<file path="src/rtl/compare_result_tracker.sv">
// compare_result_tracker
// Consumes greater/less/equal flags from a 4-bit magnitude comparator.
// Keeps saturating per-class event counters. Tracks runs of equal results
// and declares lock after RUN_LEN consecutive legal equal samples. Raises a
// sticky error when a valid sample is not one-hot.
// All outputs are registered and reflect a sample one clock edge later.

module compare_result_tracker #(
  parameter int CNT_W   = 8,
  parameter int RUN_LEN = 4
) (
  input  logic             clk,
  input  logic             rst,
  input  logic             clear,
  input  logic             in_valid,
  input  logic             greater_than,
  input  logic             less_than,
  input  logic             equal,
  output logic [CNT_W-1:0] gt_count,
  output logic [CNT_W-1:0] lt_count,
  output logic [CNT_W-1:0] eq_count,
  output logic             lock,
  output logic             lock_lost,
  output logic             err_flag
);

  // Wide enough to hold the value RUN_LEN itself.
  localparam int RUN_W = $clog2(RUN_LEN + 1);

  typedef enum logic [1:0] {
    ST_SEARCH = 2'd0,
    ST_RUN    = 2'd1,
    ST_LOCKED = 2'd2
  } state_t;

  // Increment that sticks at the all-ones value instead of wrapping.
  function automatic logic [CNT_W-1:0] sat_inc(input logic [CNT_W-1:0] value);
    if (value == {CNT_W{1'b1}}) begin
      return value;
    end else begin
      return value + CNT_W'(1);
    end
  endfunction

  // A comparator sample is meaningful only with exactly one flag set.
  function automatic logic is_one_hot(input logic g, input logic l, input logic e);
    return ({g, l, e} == 3'b100) || ({g, l, e} == 3'b010) || ({g, l, e} == 3'b001);
  endfunction

  state_t             state_r;
  state_t             state_next_s;
  logic [RUN_W-1:0]   run_r;
  logic [RUN_W-1:0]   run_next_s;
  logic [CNT_W-1:0]   gt_cnt_r;
  logic [CNT_W-1:0]   lt_cnt_r;
  logic [CNT_W-1:0]   eq_cnt_r;
  logic [CNT_W-1:0]   gt_cnt_next_s;
  logic [CNT_W-1:0]   lt_cnt_next_s;
  logic [CNT_W-1:0]   eq_cnt_next_s;
  logic               err_r;
  logic               err_next_s;
  logic               lock_r;
  logic               lock_lost_r;
  logic               lock_lost_next_s;
  logic               one_hot_s;

  assign one_hot_s = is_one_hot(greater_than, less_than, equal);

  // Next-state, run tracking, counter and error update for the current sample.
  always_comb begin
    state_next_s     = state_r;
    run_next_s       = run_r;
    gt_cnt_next_s    = gt_cnt_r;
    lt_cnt_next_s    = lt_cnt_r;
    eq_cnt_next_s    = eq_cnt_r;
    err_next_s       = err_r;
    lock_lost_next_s = 1'b0;

    if (clear) begin
      // Clear wins over a coincident sample; that sample is discarded.
      state_next_s  = ST_SEARCH;
      run_next_s    = {RUN_W{1'b0}};
      gt_cnt_next_s = {CNT_W{1'b0}};
      lt_cnt_next_s = {CNT_W{1'b0}};
      eq_cnt_next_s = {CNT_W{1'b0}};
      err_next_s    = 1'b0;
    end else if (!in_valid) begin
      // Idle cycle: everything holds.
      state_next_s = state_r;
    end else if (!one_hot_s) begin
      // Illegal flag combination: remember it, leave counters and FSM alone.
      err_next_s = 1'b1;
    end else begin
      if (greater_than) begin
        gt_cnt_next_s = sat_inc(gt_cnt_r);
      end else if (less_than) begin
        lt_cnt_next_s = sat_inc(lt_cnt_r);
      end else begin
        eq_cnt_next_s = sat_inc(eq_cnt_r);
      end

      case (state_r)
        ST_SEARCH: begin
          if (equal) begin
            run_next_s = RUN_W'(1);
            if (RUN_LEN == 1) begin
              state_next_s = ST_LOCKED;
            end else begin
              state_next_s = ST_RUN;
            end
          end else begin
            run_next_s   = {RUN_W{1'b0}};
            state_next_s = ST_SEARCH;
          end
        end
        ST_RUN: begin
          if (equal) begin
            run_next_s = run_r + RUN_W'(1);
            if ((run_r + RUN_W'(1)) == RUN_W'(RUN_LEN)) begin
              state_next_s = ST_LOCKED;
            end else begin
              state_next_s = ST_RUN;
            end
          end else begin
            run_next_s   = {RUN_W{1'b0}};
            state_next_s = ST_SEARCH;
          end
        end
        ST_LOCKED: begin
          if (equal) begin
            state_next_s = ST_LOCKED;
          end else begin
            run_next_s       = {RUN_W{1'b0}};
            state_next_s     = ST_SEARCH;
            lock_lost_next_s = 1'b1;
          end
        end
        default: begin
          run_next_s   = {RUN_W{1'b0}};
          state_next_s = ST_SEARCH;
        end
      endcase
    end
  end

  // State, run, counter and flag registers with asynchronous reset.
  always_ff @(posedge clk or posedge rst) begin
    if (rst) begin
      state_r     <= ST_SEARCH;
      run_r       <= {RUN_W{1'b0}};
      gt_cnt_r    <= {CNT_W{1'b0}};
      lt_cnt_r    <= {CNT_W{1'b0}};
      eq_cnt_r    <= {CNT_W{1'b0}};
      err_r       <= 1'b0;
      lock_r      <= 1'b0;
      lock_lost_r <= 1'b0;
    end else begin
      state_r     <= state_next_s;
      run_r       <= run_next_s;
      gt_cnt_r    <= gt_cnt_next_s;
      lt_cnt_r    <= lt_cnt_next_s;
      eq_cnt_r    <= eq_cnt_next_s;
      err_r       <= err_next_s;
      lock_r      <= (state_next_s == ST_LOCKED);
      lock_lost_r <= lock_lost_next_s;
    end
  end

  assign gt_count  = gt_cnt_r;
  assign lt_count  = lt_cnt_r;
  assign eq_count  = eq_cnt_r;
  assign lock      = lock_r;
  assign lock_lost = lock_lost_r;
  assign err_flag  = err_r;

endmodule

</file>
<file path="config.mk">
export PLATFORM = sky130hd
export DESIGN_NAME = compare_result_tracker
export DESIGN_NICKNAME = d
export VERILOG_FILES = /design/src/rtl/compare_result_tracker.sv
export SDC_FILE = /design/constraint.sdc
export NUM_CORES = 1
export LEC_CHECK = 0
export CELL_PAD_IN_SITES_DETAIL_PLACEMENT = 0
export CELL_PAD_IN_SITES_GLOBAL_PLACEMENT = 1
export CORE_ASPECT_RATIO = 0.5
export CORE_MARGIN = 3
export CORE_UTILIZATION = 43
export DETAILED_ROUTE_END_ITERATION = 10
export DONT_BUFFER_PORTS = 1
export GPL_TIMING_DRIVEN = 1
export PLACE_DENSITY = 0.77
export SYNTH_ARGS = -nofsm -noshare
export SYNTH_HDL_FRONTEND = slang
export SYNTH_SLANG_ARGS = --single-unit
export TNS_END_PERCENT = 100
</file>
<file path="constraint.sdc">
create_clock -name clk -period 1.4 [get_ports clk]
set_input_delay 0.21 -clock clk [delete_from_list [all_inputs] [get_ports clk]]
set_output_delay 0.21 -clock clk [all_outputs]
set_load 0.05 [all_outputs]
</file>
# Yosys cells after proc, flatten, opt, wreduce, memory -nomap -nowiden
# Cells that the tools add are included.
totals:
  out_inout_bits: 27
  word_cells: 81
  reg_bits: 32
  in_bits: 7
op_classes:
  muxes: 40
  n_addsub: 4
  reduce_logical: 12
  eq_ne: 17
ops:
  columns: ["cell", "n"]
  rows:
  - ["8-bit 2-to-1 mux", 17]
  - ["8-bit by 1-bit adder with 8-bit output, second input constant", 3]
  - ["8-bit equality test, second input constant", 3]
  - ["3-bit 2-to-1 mux", 5]
  - ["2-bit 2-to-1 mux", 6]
  - ["2-bit inequality test, second input constant", 6]
  - ["1-bit 2-to-1 mux", 10]
  - ["5-bit AND reduction", 2]
  - ["3-bit one-hot mux with 3 select lines", 1]
  - ["2-bit nonzero test", 4]
  - ["3-bit equality test, second input constant", 2]
  - ["2-bit one-hot mux with 3 select lines", 1]
  - ["2-bit equality test, second input constant", 2]
  - ["4-bit AND reduction", 1]
  - ["3-bit by 1-bit adder with 3-bit output, second input constant", 1]
  - ["3-bit by 1-bit equality test with 1-bit output, second input constant", 1]
  - ["3-bit by 2-bit equality test with 1-bit output, second input constant", 1]
  - ["3-bit inequality test, second input constant", 1]
  - ["3-bit AND reduction", 1]
  - ["2-bit by 1-bit equality test with 1-bit output, second input constant", 1]
  - ["2-bit logical NOT", 1]
  - ["1-bit logical OR", 2]
  - ["2-bit AND reduction", 1]

# Longest topological paths before layout
logic_depth:
  word_depth: 9
  ltp_mapped: 5
  depth_no_buf: 5

# Worst setup path before layout
# Ideal clock, no wire load.
synth_path:
  path_kind: "register to register"
  start: "register lt_cnt_r[0] (netlist: lt_count[0])"
  end: "register lt_cnt_r[1] (netlist: lt_count[1])"
  required_time_ns: 1.268
  synth_period_minus_slack_ns: 1.787
  arrival_time_ns: 1.655
  stages_incl_launch_ff: 6
  n_path_buf: 0
  setup_slack_ns: -0.387
  cell_sequence: "dfrtp_1 -> ha_1 -> nand3_1 -> o21ai_0 -> mux2i_1 -> nor2_1"
synth_via:
  elab_chain_cells: 7
  word_cells_on_any_way: 10
  classes_between: "add/sub (1); eq/ne (2); mux (6); reduce/logical (1)"
synth_rtl:
  columns: ["element", "line_no", "text"]
  rows:
  - ["start, declared", "55", "logic [CNT_W-1:0] lt_cnt_r;"]
  - ["start signal, assigned", "152", "lt_cnt_r <= {CNT_W{1'b0}};"]
  - ["start signal, assigned", "161", "lt_cnt_r <= lt_cnt_next_s;"]
  - ["8-bit by 1-bit adder with 8-bit output", "41", "return value + CNT_W'(1);"]
  - ["8-bit 2-to-1 mux", "38", "if (value == {CNT_W{1'b1}}) begin"]
  - ["8-bit 2-to-1 mux", "96", "end else if (less_than) begin"]
  - ["8-bit 2-to-1 mux", "94", "if (greater_than) begin"]
  - ["8-bit 2-to-1 mux", "90", "end else if (!one_hot_s) begin"]
  - ["8-bit 2-to-1 mux", "87", "end else if (!in_valid) begin"]
  - ["8-bit 2-to-1 mux", "79", "if (clear) begin"]
# Parallel ways exist; a longest one is shown, timed or not. The select of a mux whose other input is x is not followed.
# A chain may end at the register's enable or synchronous reset.

# Final worst setup path
layout_path:
  start: "register run_r[1]"
  end: "register state_r[1]"
layout_via:
  elab_chain_cells: 8
layout_rtl:
  columns: ["element", "line_no", "text"]
  rows:
  - ["start, declared", "52", "logic [RUN_W-1:0] run_r;"]
  - ["start signal, assigned", "150", "run_r <= {RUN_W{1'b0}};"]
  - ["start signal, assigned", "159", "run_r <= run_next_s;"]
  - ["3-bit by 1-bit adder with 3-bit output", "119", "if ((run_r + RUN_W'(1)) == RUN_W'(RUN_LEN)) begin"]
  - ["3-bit equality test", "119", null]
  - ["2-bit 2-to-1 mux", "119", null]
  - ["2-bit 2-to-1 mux", "117", "if (equal) begin"]
  - ["2-bit one-hot mux with 3 select lines", "102", "case (state_r)"]
  - ["2-bit 2-to-1 mux", "90", null]
  - ["2-bit 2-to-1 mux", "87", null]
  - ["2-bit 2-to-1 mux", "79", null]
  - ["via state_next_s[1]", "51", "state_t state_next_s;"]
  - ["end signal, assigned", "158", "state_r <= state_next_s;"]
  - ["end, declared", "50", "state_t state_r;"]
# The timed path passes the listed nets, and every way through them passes these cells.

==> results.py <==
metrics = {
    "run_status": {
        "status": "complete, but fails checks",
        "violations": "setup timing",
    },
    "grt": {
        "track_usage_pct": 18.4,
        "grt_pass1_wl_mm": 6.82,
        "antenna_found_initial": 0,
        "grt_pass1_vias": 1430,
        "grt_max_degree": 25,
        "gr-total-overflow": 0,
    },
    "final_layout": {
        "syn_to_final_growth_pct": 39.4,
        "drive_gt1_share_pct": 42.5,
        "diodes": 0,
        "utilization_pct": 66.6,
        "nets": 239,
        "instances_no_fill": 279,
    },
    "detailed_routing": {
        "wl_per_cell_um": 15.4,
        "drtPass1Iterations": 4,
        "wl_mm": 4.29,
        "via_count": 1530,
        "drt-vias-per-instance": 5.48,
        "ant_nets": 0,
        "first_iter_violations": 80,
        "drc": 0,
    },
    "critical_path": {
        "worst_setup_path_end_kind": "flip-flop",
        "crit_arrival_ns": 1.69,
        "crit_type": "flip-flop to flip-flop",
        "path_buf_inv": 0,
        "critPathSlowestCell": "or4_4",
        "required_ns": 1.62,
        "cp_max_fo": 2,
        "worstSetupStartpointType": "flip-flop",
        "cp_cell_sequence": "ha_2 -> nand2b_4 -> a21o_1 -> or4_4 -> nand3_2",
        "slowest_delay_ns": 0.44,
        "cp_top_family": "simple AND/OR/NAND/NOR gates",
    },
    "die": {
        "core_um2": 3680,
        "die_h_um": 51.2,
        "initial_core_util_pct": 47.8,
        "die_w_um": 96.4,
        "boundaryPins": 34,
        "rows": 15,
        "die-area_um2": 4940,
    },
    "sta": {
        "finalSetupTns_ns": -0.153,
        "drv_slew": 0,
        "slew_headroom_pct": 35.0,
        "period_needed_ns": 1.47,
        "fin_crit_sh_pct": 105,
        "grt_setup_unrepaired": "yes",
        "tightest_slew_ns": 0.975,
        "finalSetupViolCount": 3,
        "fin_hold_ws_ns": 0.0747,
        "skew_ns": 0.00713,
        "timing.final.hold_violations": 0,
        "fmax_ghz": 0.678,
        "worst_slack_ns": -0.0749,
    },
    "cts": {
        "cts_htree_levels": 2,
        "cts_buffer_depth": 2,
        "cts_num_sinks": 32,
        "root_buffer": "clkbuf_8",
        "cts_tree": "done",
        "cts.clk_slew.worst_paths_ns": 0.07,
        "cts_made_buffers": 5,
        "clkLatencyLatePin_ns": 0.28,
    },
    "placed_design": {
        "placed_cells": 260,
        "place.gp.congestion": 0.786,
        "numPortBuffers": 0,
        "hpwlAfterDp_mm": 2.94,
    },
    "yosys": {
        "syn_area_um2": 1760,
        "yosys.cell_count.top_type": "dfrtp_1",
        "synth_cell_types": 39,
        "ys.flop_type": "dfrtp_1",
        "yosysTopAreaCellShare_pct": 45.6,
        "ys_top_cells_by_area": "dfrtp_1 46%, xor2_1 7.0%, nor2_1 5.1%",
        "synth.cells.most_frequent": "32 x dfrtp_1, 24 x nor2_1, 14 x xor2_1, 8 x and3_1, 8 x nand3_1",
        "ys_warn_count": 0,
        "synthArstFlopShare_pct": 100,
        "synth_top_area_cell": "dfrtp_1",
        "syn_nets": 188,
        "ys_seq_area_share_pct": 45.6,
        "synth-edff-count": 0,
        "postSynthAreaPerCell_um2": 9.99,
        "ys_seq_elements": 32,
        "synthCells": 176,
    },
    "power_and_ir_drop": {
        "leakagePower_nw": 1.11,
        "vdd_ir_drop_max_mv": 0.479,
        "p_per_area_nw_per_um2": 801,
    },
    "run": {
        "maxCapViolCount": 0,
    },
    "min_path": {
        "hold_path_class": "input pin to flip-flop",
    },
}
-- layout make-up --
| cell class | count | area (um^2) |
|---|---|---|
| Clock buffer | 6 | 72.6 |
| Clock inverter | 2 | 35.0 |
| Fill cell | 319 | 1230 |
| Inverter | 3 | 11.3 |
| Multi-Input combinational cell | 136 | 1060 |
| Sequential cell | 32 | 831 |
| Tap cell | 51 | 63.8 |
| Timing Repair Buffer | 49 | 378 |
-- cells in the final DEF, fill, tap and decap left out, types with 2 or more instances in the layout --
master,instances
mux2i_1,4
o21ai_0,2
and3_1,8
clkbuf_8,5
nand3b_1,4
nor2b_1,2
nand2_1,6
ha_4,3
nand3_2,3
inv_1,3
dfrtp_1,8
nand2b_1,4
nand3_4,2
and2_1,3
xor2_1,14
a31oi_1,3
nor3_1,2
a21oi_1,5
o211ai_1,7
dfrtp_2,24
nor2_1,24
o2111ai_1,3
nand3_1,3
dlygate4sd3_1,2
buf_4,46
and4bb_2,3
o21ai_4,3
nand4b_1,3
a21o_1,2
nand4_1,4
-- kinds of logic after synthesis --
logic type	Yosys count	share of synthesized area, %
simple gates	77	25.0
flops	32	45.6
buf+inv	8	1.78
xor+xnor	15	7.47
compound gates	34	13.7
mux	5	2.92
fa+ha+maj	5	3.56
-- worst register-to-register path: stages (launching register included) --
cell and delay [ns]:
dfrtp_1 0.39, ha_2 0.20, nand2b_4 0.14, a21o_1 0.18, or4_4 0.44, nand3_2 0.07
-- repair_timing --
| action | in CTS | in global routing |
|---|---|---|
| hold buffers | 3 | 0 |
| hold endpoints to repair | 56 | 0 |
| setup buffers | 1 | 7 |
| endpoints found under the setup margin | 2 | 28 |
| resized for setup | 0 | 7 |
| pin swaps | 0 | 16 |
| gates cloned | 0 | 0 |
-- path summary, 6_finish.rpt --
check,to,cells after the start,from,slack [ns]
worst max-delay path,state_r[1]$_DFF_PP0_,5,run_r[1]$_DFFE_PP0P_,-0.07
worst max register to register,state_r[1]$_DFF_PP0_,5,run_r[1]$_DFFE_PP0P_,-0.07
worst min register to register,run_r[2]$_DFFE_PP0P_,1,run_r[2]$_DFFE_PP0P_,0.50
min in group asynchronous,lt_count[4]$_DFFE_PP0P_,3,rst,0.40
worst min-delay path,lock_lost$_DFF_PP0_,2,in_valid,0.07
max in group asynchronous,gt_count[5]$_DFFE_PP0P_,3,rst,0.79
-- metrics by stage --
stage	setup WS, ns	power (mW)	area, um^2
floorplan	-0.0965	1.06	1880
global placement	-0.0161	1.09	2210
detailed placement	-0.0650	1.09	2210
CTS	-0.0813	1.99	2360
global route	-0.123	2.04	2450
finish	-0.0749	1.96	2450
-- report_power, final --
part / total, mW / internal (mW) / switching [mW] / leakage (nW)
combinational: 0.140 / 0.0584 / 0.0819 / 0.653
sequential: 0.952 / 0.934 / 0.0179 / 0.405
clock: 0.869 / 0.528 / 0.342 / 0.0552
-- layer usage --
metal / global-route usage [%] / vias to the layer above / wire length [um]
met5: 0 / - / 0
met4: 6.28 / 0 / 46
met3: 6.18 / 5 / 239
met2: 27.9 / 29 / 1990
met1: 24.7 / 746 / 2020
li1: - / 750 / -
-- state kept, by name, indices dropped and copies added (netlist names) --
signal and count:
gt_count 8, run_r 3, lt_count 8, err_flag 1, lock 1, lock_lost 1, state_r 2, eq_count 8
No activity file was read; power rests on OpenSTA's default activity.
